===== src/rtl/btb_update_unit.sv =====
// Execute-stage branch resolution: detects mispredicts, drives a registered flush/redirect,
// trains the BTB through its single write port and keeps branch/mispredict counters.
module btb_update_unit #(
  parameter int DATA_WIDTH = 32,
  parameter int BTB_ROWS   = 16,
  localparam int IDX_W     = $clog2(BTB_ROWS),
  localparam int TAG_W     = DATA_WIDTH - IDX_W - 2
) (
  input  logic                  clk,
  input  logic                  rst,
  input  logic                  ex_valid,
  input  logic                  ex_stall,
  input  logic                  ex_is_branch,
  input  logic                  ex_is_jump,
  input  logic [DATA_WIDTH-1:0] ex_pc,
  input  logic                  ex_taken,
  input  logic [DATA_WIDTH-1:0] ex_target,
  input  logic                  ex_pred_taken,
  input  logic [DATA_WIDTH-1:0] ex_pred_target,
  input  logic                  ex_btb_hit,
  input  logic [1:0]            ex_btb_pred,
  output logic                  flush,
  output logic [DATA_WIDTH-1:0] redirect_pc,
  output logic                  btb_we,
  output logic [IDX_W-1:0]      btb_index,
  output logic [TAG_W-1:0]      btb_tag,
  output logic [DATA_WIDTH-1:0] btb_target,
  output logic [1:0]            btb_pred,
  output logic                  btb_type,
  output logic [31:0]           perf_branches,
  output logic [31:0]           perf_mispredicts
);

  function automatic logic [1:0] sat_inc2(input logic [1:0] c);
    return (c == 2'b11) ? c : c + 2'b01;
  endfunction

  function automatic logic [1:0] sat_dec2(input logic [1:0] c);
    return (c == 2'b00) ? c : c - 2'b01;
  endfunction

  function automatic logic [31:0] sat_inc32(input logic [31:0] v, input logic en);
    return (en && (v != 32'hFFFF_FFFF)) ? v + 32'd1 : v;
  endfunction

  logic                  act_taken_p0;
  logic                  resolve_p0;
  logic                  mispredict_p0;
  logic [IDX_W-1:0]      idx_p0;
  logic [TAG_W-1:0]      tag_p0;
  logic                  fwd_hit_p0;
  logic [1:0]            ctr_p0;
  logic                  we_p0;
  logic [1:0]            pred_p0;
  logic                  type_p0;
  logic [DATA_WIDTH-1:0] target_p0;
  logic [DATA_WIDTH-1:0] redirect_p0;

  // Stage p0: resolve the EX instruction and form the BTB write
  always_comb begin
    act_taken_p0  = ex_is_jump | ex_taken;
    // The cycle after a mispredict, EX holds a wrong-path instruction: ignore it.
    resolve_p0    = ex_valid & ~ex_stall & ~flush & (ex_is_branch | ex_is_jump);
    mispredict_p0 = resolve_p0 & ((act_taken_p0 != ex_pred_taken) |
                                  (act_taken_p0 & (ex_pred_target != ex_target)));
    redirect_p0   = act_taken_p0 ? ex_target : ex_pc + DATA_WIDTH'(4);
    idx_p0        = ex_pc[IDX_W+1:2];
    tag_p0        = ex_pc[DATA_WIDTH-1:IDX_W+2];
    // The write issued last cycle is newer than the counter fetch read for this PC.
    fwd_hit_p0    = btb_we & (btb_index == idx_p0) & (btb_tag == tag_p0);
    ctr_p0        = fwd_hit_p0 ? btb_pred : ex_btb_pred;

    we_p0     = 1'b0;
    pred_p0   = 2'b00;
    type_p0   = 1'b0;
    target_p0 = ex_target;
    if (resolve_p0) begin
      if (ex_is_jump) begin
        we_p0   = 1'b1;
        pred_p0 = 2'b11;
        type_p0 = 1'b1;
      end else if (ex_btb_hit) begin
        we_p0     = 1'b1;
        pred_p0   = ex_taken ? sat_inc2(ctr_p0) : sat_dec2(ctr_p0);
        target_p0 = ex_taken ? ex_target : ex_pred_target;
      end else if (ex_taken) begin
        we_p0   = 1'b1;
        pred_p0 = 2'b10;
      end
    end
  end

  // Stage p1: registered flush/redirect, BTB write port and counters
  always_ff @(posedge clk) begin
    if (rst) begin
      flush            <= 1'b0;
      redirect_pc      <= '0;
      btb_we           <= 1'b0;
      btb_index        <= '0;
      btb_tag          <= '0;
      btb_target       <= '0;
      btb_pred         <= 2'b00;
      btb_type         <= 1'b0;
      perf_branches    <= '0;
      perf_mispredicts <= '0;
    end else begin
      flush  <= mispredict_p0;
      btb_we <= we_p0;
      if (mispredict_p0) redirect_pc <= redirect_p0;
      if (we_p0) begin
        btb_index  <= idx_p0;
        btb_tag    <= tag_p0;
        btb_target <= target_p0;
        btb_pred   <= pred_p0;
        btb_type   <= type_p0;
      end
      perf_branches    <= sat_inc32(perf_branches, resolve_p0);
      perf_mispredicts <= sat_inc32(perf_mispredicts, mispredict_p0);
    end
  end

endmodule


===== config.mk =====
export PLATFORM = sky130hd
export DESIGN_NAME = btb_update_unit
export DESIGN_NICKNAME = d
export VERILOG_FILES = /design/src/rtl/btb_update_unit.sv
export SDC_FILE = /design/constraint.sdc
export NUM_CORES = 1
export LEC_CHECK = 0
export CORE_MARGIN = 5
export CORE_UTILIZATION = 50
export DETAILED_ROUTE_END_ITERATION = 10
export GPL_TIMING_DRIVEN = 0
export HOLD_SLACK_MARGIN = 0.06
export PLACE_DENSITY = 0.94
export SKIP_CTS_REPAIR_TIMING = 1
export SYNTH_ARGS = -nofsm -noshare
export SYNTH_HDL_FRONTEND = slang
export SYNTH_SLANG_ARGS = --single-unit

===== constraint.sdc =====
create_clock -name clk -period 6.4 [get_ports clk]
set_clock_uncertainty 0.05 [all_clocks]
set_input_delay 0.96 -clock clk [delete_from_list [all_inputs] [get_ports clk]]
set_output_delay 0.96 -clock clk [all_outputs]
set_load 0.005 [all_outputs]

After elaboration in Yosys (flattened, before gate mapping)
Cells that the tools add are included.
Operators by class
  bitwise logic cells: 12
  equal/unequal tests: 7
  shift-type cells: 0
  reduce and logical (&&, ||, !) cells: 3
  multipliers: 0
  $add $sub $neg: 5
  $lt $le $gt $ge: 0
  multiplexer cells: 19
  div/mod/pow operators: 0
Operators with widths (number)
  32-bit two-way mux: 5
  32-bit by 1-bit adder with 32-bit output, second input constant: 2
  32-bit != test, second input constant: 2
  32-bit by 3-bit adder with 32-bit output, second input constant: 1
  32-bit != test: 1
  26-bit == test: 1
  2-bit two-way mux: 8
  1-bit AND: 7
  1-bit two-way mux: 6
  4-bit == test: 1
  1-bit OR: 3
  2-bit by 1-bit adder with 2-bit output, second input constant: 1
  2-bit == test, second input constant: 1
  1-bit logical AND: 2
  2-bit logical NOT: 1
  1-bit inverter: 2
  2-bit by 1-bit subtractor with 2-bit output, second input constant: 1
  1-bit != test: 1
Word-level totals
  logic and storage cells: 56
  output and inout port bits: 163
  bits in latches: 0
  RAM bits: 0
  input bits: 107
  bits in read-only memories: 0
  memories: 0
  flip-flop bits (word level): 163

Longest topological paths before layout
  depth after elaboration: 10
  mapped depth: 10
  gate-level depth less buffers: 7

Least setup slack after synthesis
OpenSTA, ideal clock, no wires.
  kind: in2reg
  start: input ex_is_jump
  end: register perf_mispredicts[11]
  path buffers: 3
  setup time: 123 ps
  arrival: 2521 ps
  slack: 3705 ps
  data required time: 6227 ps
  stages on the path: 9
  path through: or2_1 -> buf_2 -> nand3_1 -> nor2_1 -> and3_1 -> buf_2 -> clkbuf_1 -> nor4b_1 -> mux2_1
On the way
  longest elaborated chain between the ends: 5
  elaborated cells on any way between the ends: 8
  those cells by class: 1 x eq/ne; 6 x bitwise; 1 x reduce/logical
Ends and longest elaborated chain
  start: declaration: line 14  | input logic ex_is_jump,
  1-bit OR: line 61  | act_taken_p0 = ex_is_jump | ex_taken;
  1-bit != test / 1-bit AND (equally long branches): line 64, 65
  1-bit OR: line 64  | mispredict_p0 = resolve_p0 & ((act_taken_p0 != ex_pred_taken) |
  1-bit AND (*): line 64
  1-bit logical AND (*): line 43  | return (en && (v != 32'hFFFF_FFFF)) ? v + 32'd1 : v;
  end signal: assignment: line 118  | perf_mispredicts <= sat_inc32(perf_mispredicts, mispredict_p0);
  end: declaration: line 31  | output logic [31:0] perf_mispredicts
Mark *: on every way between the ends. The rest lies on a longest branch, timed or not.
A chain may end at the register's enable or synchronous reset.

Worst setup path in the final report
  start: input ex_valid
  end: register btb_target[11]
On the way
  longest elaborated chain between the ends: 4
  elaborated cells on any way between the ends: 5
  those cells by class: 2 x mux; 3 x bitwise
Ends and longest elaborated chain
  start: declaration: line 11  | input logic ex_valid,
  1-bit AND (*) (3 in series): line 63  | resolve_p0 = ex_valid & ~ex_stall & ~flush & (ex_is_branch | ex_is_jump);
  32-bit two-way mux / 1-bit two-way mux (equally long branches): line 77  | if (resolve_p0) begin
  end signal: assignment: line 113  | btb_target <= target_p0;
  end: declaration: line 27  | output logic [DATA_WIDTH-1:0] btb_target,
Marks and branches as above.

==> flow_summary.html <==
<table>
<tr><th>Metric</th><th>Value</th></tr>
<tr><th colspan="2">Run status</th></tr>
<tr><td>Outcome</td><td>finished, final reports clean</td></tr>
<tr><th colspan="2">Clock tree</th></tr>
<tr><td>Clock-pin slew of the registers on the worst-case setup and hold paths</td><td>0.07 ns</td></tr>
<tr><td>Bufs on Longest Clock Path</td><td>2</td></tr>
<tr><td>Num Clock Sinks</td><td>163</td></tr>
<tr><td>CTS tree</td><td>yes</td></tr>
<tr><td>Clock root buffer master</td><td>clkbuf_16</td></tr>
<tr><td>Clk_lat worst skew</td><td>0.44 ns</td></tr>
<tr><td>H-tree levels</td><td>4</td></tr>
<tr><td>Number of buffers created by CTS</td><td>17</td></tr>
<tr><th colspan="2">Placed design</th></tr>
<tr><td>Detailed placement HPWL</td><td>27200 um</td></tr>
<tr><td>PortBufs</td><td>260</td></tr>
<tr><td>Final RePlAce weighted congestion</td><td>0.981</td></tr>
<tr><td>Setup WS pre-CTS</td><td>2.31 ns</td></tr>
<tr><th colspan="2">Worst setup path</th></tr>
<tr><td>Slowest cell on the critical path</td><td>clkbuf_1</td></tr>
<tr><td>Category of cells accounting for the largest share of critical-path delay</td><td>buffers and inverters</td></tr>
<tr><td>Worst path max stage delay</td><td>0.47 ns</td></tr>
<tr><td>Count of buffering cells on the critical path with inverters included</td><td>4</td></tr>
<tr><td>Worst-path fanout max</td><td>10</td></tr>
<tr><td>Req. time, crit path</td><td>6.63 ns</td></tr>
<tr><td>CP Capture Type</td><td>flip-flop</td></tr>
<tr><td>Data arrival, critical path</td><td>4.01 ns</td></tr>
<tr><td>Worst path cell trace</td><td>clkdlybuf4s50_1, nor3b_2, o21ai_0, clkbuf_1, nor2_1, clkbuf_1, clkbuf_1, a311oi_1</td></tr>
<tr><td>Worst setup path class</td><td>in -&gt; reg</td></tr>
<tr><td>Most frequent cell on the critical path</td><td>clkbuf_1</td></tr>
<tr><td>Kind of launch point of the worst setup path</td><td>input pin</td></tr>
<tr><th colspan="2">STA</th></tr>
<tr><td>RSZ-0062 raised after global routing</td><td>false</td></tr>
<tr><td>Post-layout min period</td><td>3.77 ns</td></tr>
<tr><td>Total negative setup slack</td><td>0 ns</td></tr>
<tr><td>Worst slew pin tran</td><td>0.959 ns</td></tr>
<tr><td>Tightest hold margin</td><td>0.415 ns</td></tr>
<tr><td>Post-route clock period utilization</td><td>0.590</td></tr>
<tr><td>Max-slew violation count</td><td>0</td></tr>
<tr><td>Max-slew headroom</td><td>0.354</td></tr>
<tr><td>Maximum clock frequency</td><td>265 MHz</td></tr>
<tr><td>Slack of the critical path</td><td>2.63 ns</td></tr>
<tr><td>Final Hold Fails</td><td>0</td></tr>
<tr><td>Final setup violation count</td><td>0</td></tr>
<tr><th colspan="2">Routing</th></tr>
<tr><td>Met1 Wirelength</td><td>12900 um</td></tr>
<tr><td>1st-iter DRT viols</td><td>1218</td></tr>
<tr><td>Routed met2 length</td><td>15900 um</td></tr>
<tr><td>Final WL</td><td>35200 um</td></tr>
<tr><td>Vias per Instance</td><td>6.33</td></tr>
<tr><td>Top metal layer carrying routed signals</td><td>met4</td></tr>
<tr><td>Routed len/inst</td><td>21.5 um</td></tr>
<tr><td>Total DRC errors in the routed layout</td><td>0</td></tr>
<tr><td>Number of iterations in the first detailed-routing pass</td><td>8</td></tr>
<tr><td>Via total after detailed routing</td><td>10300</td></tr>
<tr><td>ANT nets after route</td><td>0</td></tr>
<tr><td>Wire length on met3</td><td>4040 um</td></tr>
<tr><th colspan="2">Floorplan</th></tr>
<tr><td>Starting utilization of the core area</td><td>0.504</td></tr>
<tr><td>Vert. Die Dim</td><td>144 um</td></tr>
<tr><td>Rows</td><td>49</td></tr>
<tr><td>Die X-Extent</td><td>144 um</td></tr>
<tr><td>Area of the die</td><td>20700 um2</td></tr>
<tr><td>Count of boundary I/O pins</td><td>270</td></tr>
<tr><td>Area of the placeable core</td><td>17800 um2</td></tr>
<tr><th colspan="2">Synth</th></tr>
<tr><td>Fraction of the yosys area taken by sequential cells</td><td>0.364</td></tr>
<tr><td>Post-synthesis register bit count</td><td>163</td></tr>
<tr><td>Top FF cell, synth</td><td>dfxtp_1</td></tr>
<tr><td>Cell Area, Synth</td><td>8950 um2</td></tr>
<tr><td>Number of synthesized flops with an enable pin</td><td>0</td></tr>
<tr><td>Ys Warns</td><td>0</td></tr>
<tr><td>Share of the synthesized area in the top cell type</td><td>0.364</td></tr>
<tr><td>Synthesized instance count</td><td>1110</td></tr>
<tr><td>Mapped Avg Cell Area</td><td>8.07 um2</td></tr>
<tr><td>Ranking of synthesized cells by area</td><td>dfxtp_1 (36%), xnor2_1 (7.4%), nand2_1 (5.6%), nor2_1 (4.7%), a21oi_1 (4.3%)</td></tr>
<tr><td>Post-Syn Nets</td><td>1220</td></tr>
<tr><td>Async S/R FF share, synth</td><td>0</td></tr>
<tr><td>Count of different cell masters after synthesis</td><td>70</td></tr>
<tr><td>Cell type with the largest total area after synthesis</td><td>dfxtp_1</td></tr>
<tr><th colspan="2">Power and ir drop</th></tr>
<tr><td>Peak ir drop on the vdd network</td><td>196 uV</td></tr>
<tr><td>Power density relative to cell area</td><td>205 nW/um2</td></tr>
<tr><td>Static power due to leakage</td><td>4.12 nW</td></tr>
<tr><td>Power after layout</td><td>0.00256 W</td></tr>
<tr><th colspan="2">Finish</th></tr>
<tr><td>Final #Nets</td><td>1499</td></tr>
<tr><td>Finished Core Util</td><td>0.701</td></tr>
<tr><td>Area Overhead vs Synth</td><td>39.1%</td></tr>
<tr><td>Fraction of final layout cells with drive strength greater than 1</td><td>0.0663</td></tr>
<tr><td>Commonest non-fill, non-tap cells in the layout</td><td>clkdlybuf4s50_1 (260), dfxtp_1 (163), nand2_1 (134)</td></tr>
<tr><td>Most common cell after layout, fill and taps aside</td><td>clkdlybuf4s50_1</td></tr>
<tr><th colspan="2">Min path</th></tr>
<tr><td>Worst hold path class</td><td>reg -&gt; reg</td></tr>
<tr><th colspan="2">Global route</th></tr>
<tr><td>Largest net degree at the start of global routing</td><td>17</td></tr>
<tr><td>Global-route wire length before repair</td><td>52700 um</td></tr>
<tr><td>Global-route congestion overflow total</td><td>0</td></tr>
<tr><td>Vias in the first global route</td><td>9788</td></tr>
<tr><td>Initial antenna violation count</td><td>0</td></tr>
<tr><td>Global router's overall resource usage</td><td>0.325</td></tr>
<tr><th colspan="2">Job</th></tr>
<tr><td>Count of maximum capacitance violations</td><td>0</td></tr>
</table>
==> area by class of cell <==
class                   count  area (um2)
multi-input cells         854        5290
clock buffers              18         439
clock inverters            14         174
inverters                   6        22.5
repair buffers            260        2600
diodes                      1        2.50
well taps                 229         287
fillers                  1394        5320
flip-flops and latches    163        3260
plain buffers              87         384
==> power breakdown <==
part | switching, W | internal (W)
logic | 0.000215 | 0.000192
registers | 0.0000260 | 0.00105
clock network | 0.000447 | 0.000630
==> metal layers <==
metal / vias to the layer above / GRT usage
li1: 4621 / -
met1: 4755 / 0.405
met2: 771 / 0.507
met3: 188 / 0.0819
met4: 0 / 0.195
met5: - / 0
==> kinds of logic after synthesis <==
logic type | after synthesis | synth area share
DFF | 163 | 0.364
xor gates and xnor gates | 103 | 0.101
AOI/OAI and AO/OA | 239 | 0.176
muxes | 26 | 0.0337
buffers and inverters | 93 | 0.0454
and+or+nand+nor | 483 | 0.276
adders and majority gates | 3 | 0.00419
==> worst register-to-register path: stages, from the launching register on <==
cell      delay, ns
dfxtp_1        0.34
nor3b_2        0.40
o21ai_0        0.30
clkbuf_1       0.32
nor2_1         0.46
clkbuf_1       0.47
clkbuf_1       0.47
a311oi_1       0.18
==> final timing paths <==
path	from	endpoint	slack, ns	depth (start not counted)
worst max-delay path	ex_valid	btb_target[11]	2.63	8
worst max register to register	flush	btb_target[11]	3.25	7
worst min register to register	redirect_pc[25]	redirect_pc[25]	0.42	2
worst min-delay path	redirect_pc[25]	redirect_pc[25]	0.42	2
==> cell usage after synthesis (15+ instances only) <==
cell type  count
dfxtp_1      163
nand2_1      134
nor2_1       112
a21oi_1       77
xnor2_1       76
nand4_1       61
clkbuf_1      60
nand3_1       45
o21ai_0       29
xor2_1        27
a211oi_1      24
a311oi_1      20
o22ai_1       19
buf_2         18
nor2b_1       17
or4_1         17
nor3_1        15
==> stage by stage <==
stage,std cells,cell area (um2)
CTS,1631,12500
finish,1632,12500
floorplan,1110,8950
detailed placement,1599,11800
global placement,1599,11800
global route,1631,12500
==> flip-flops by register name, summed over array words and instances, names as in the netlist <==
register	count
btb_index	4
btb_pred	2
btb_tag	26
btb_target	32
btb_type	1
btb_we	1
flush	1
perf_branches	32
perf_mispredicts	32
redirect_pc	32
Power figures use the tool's default switching activity.
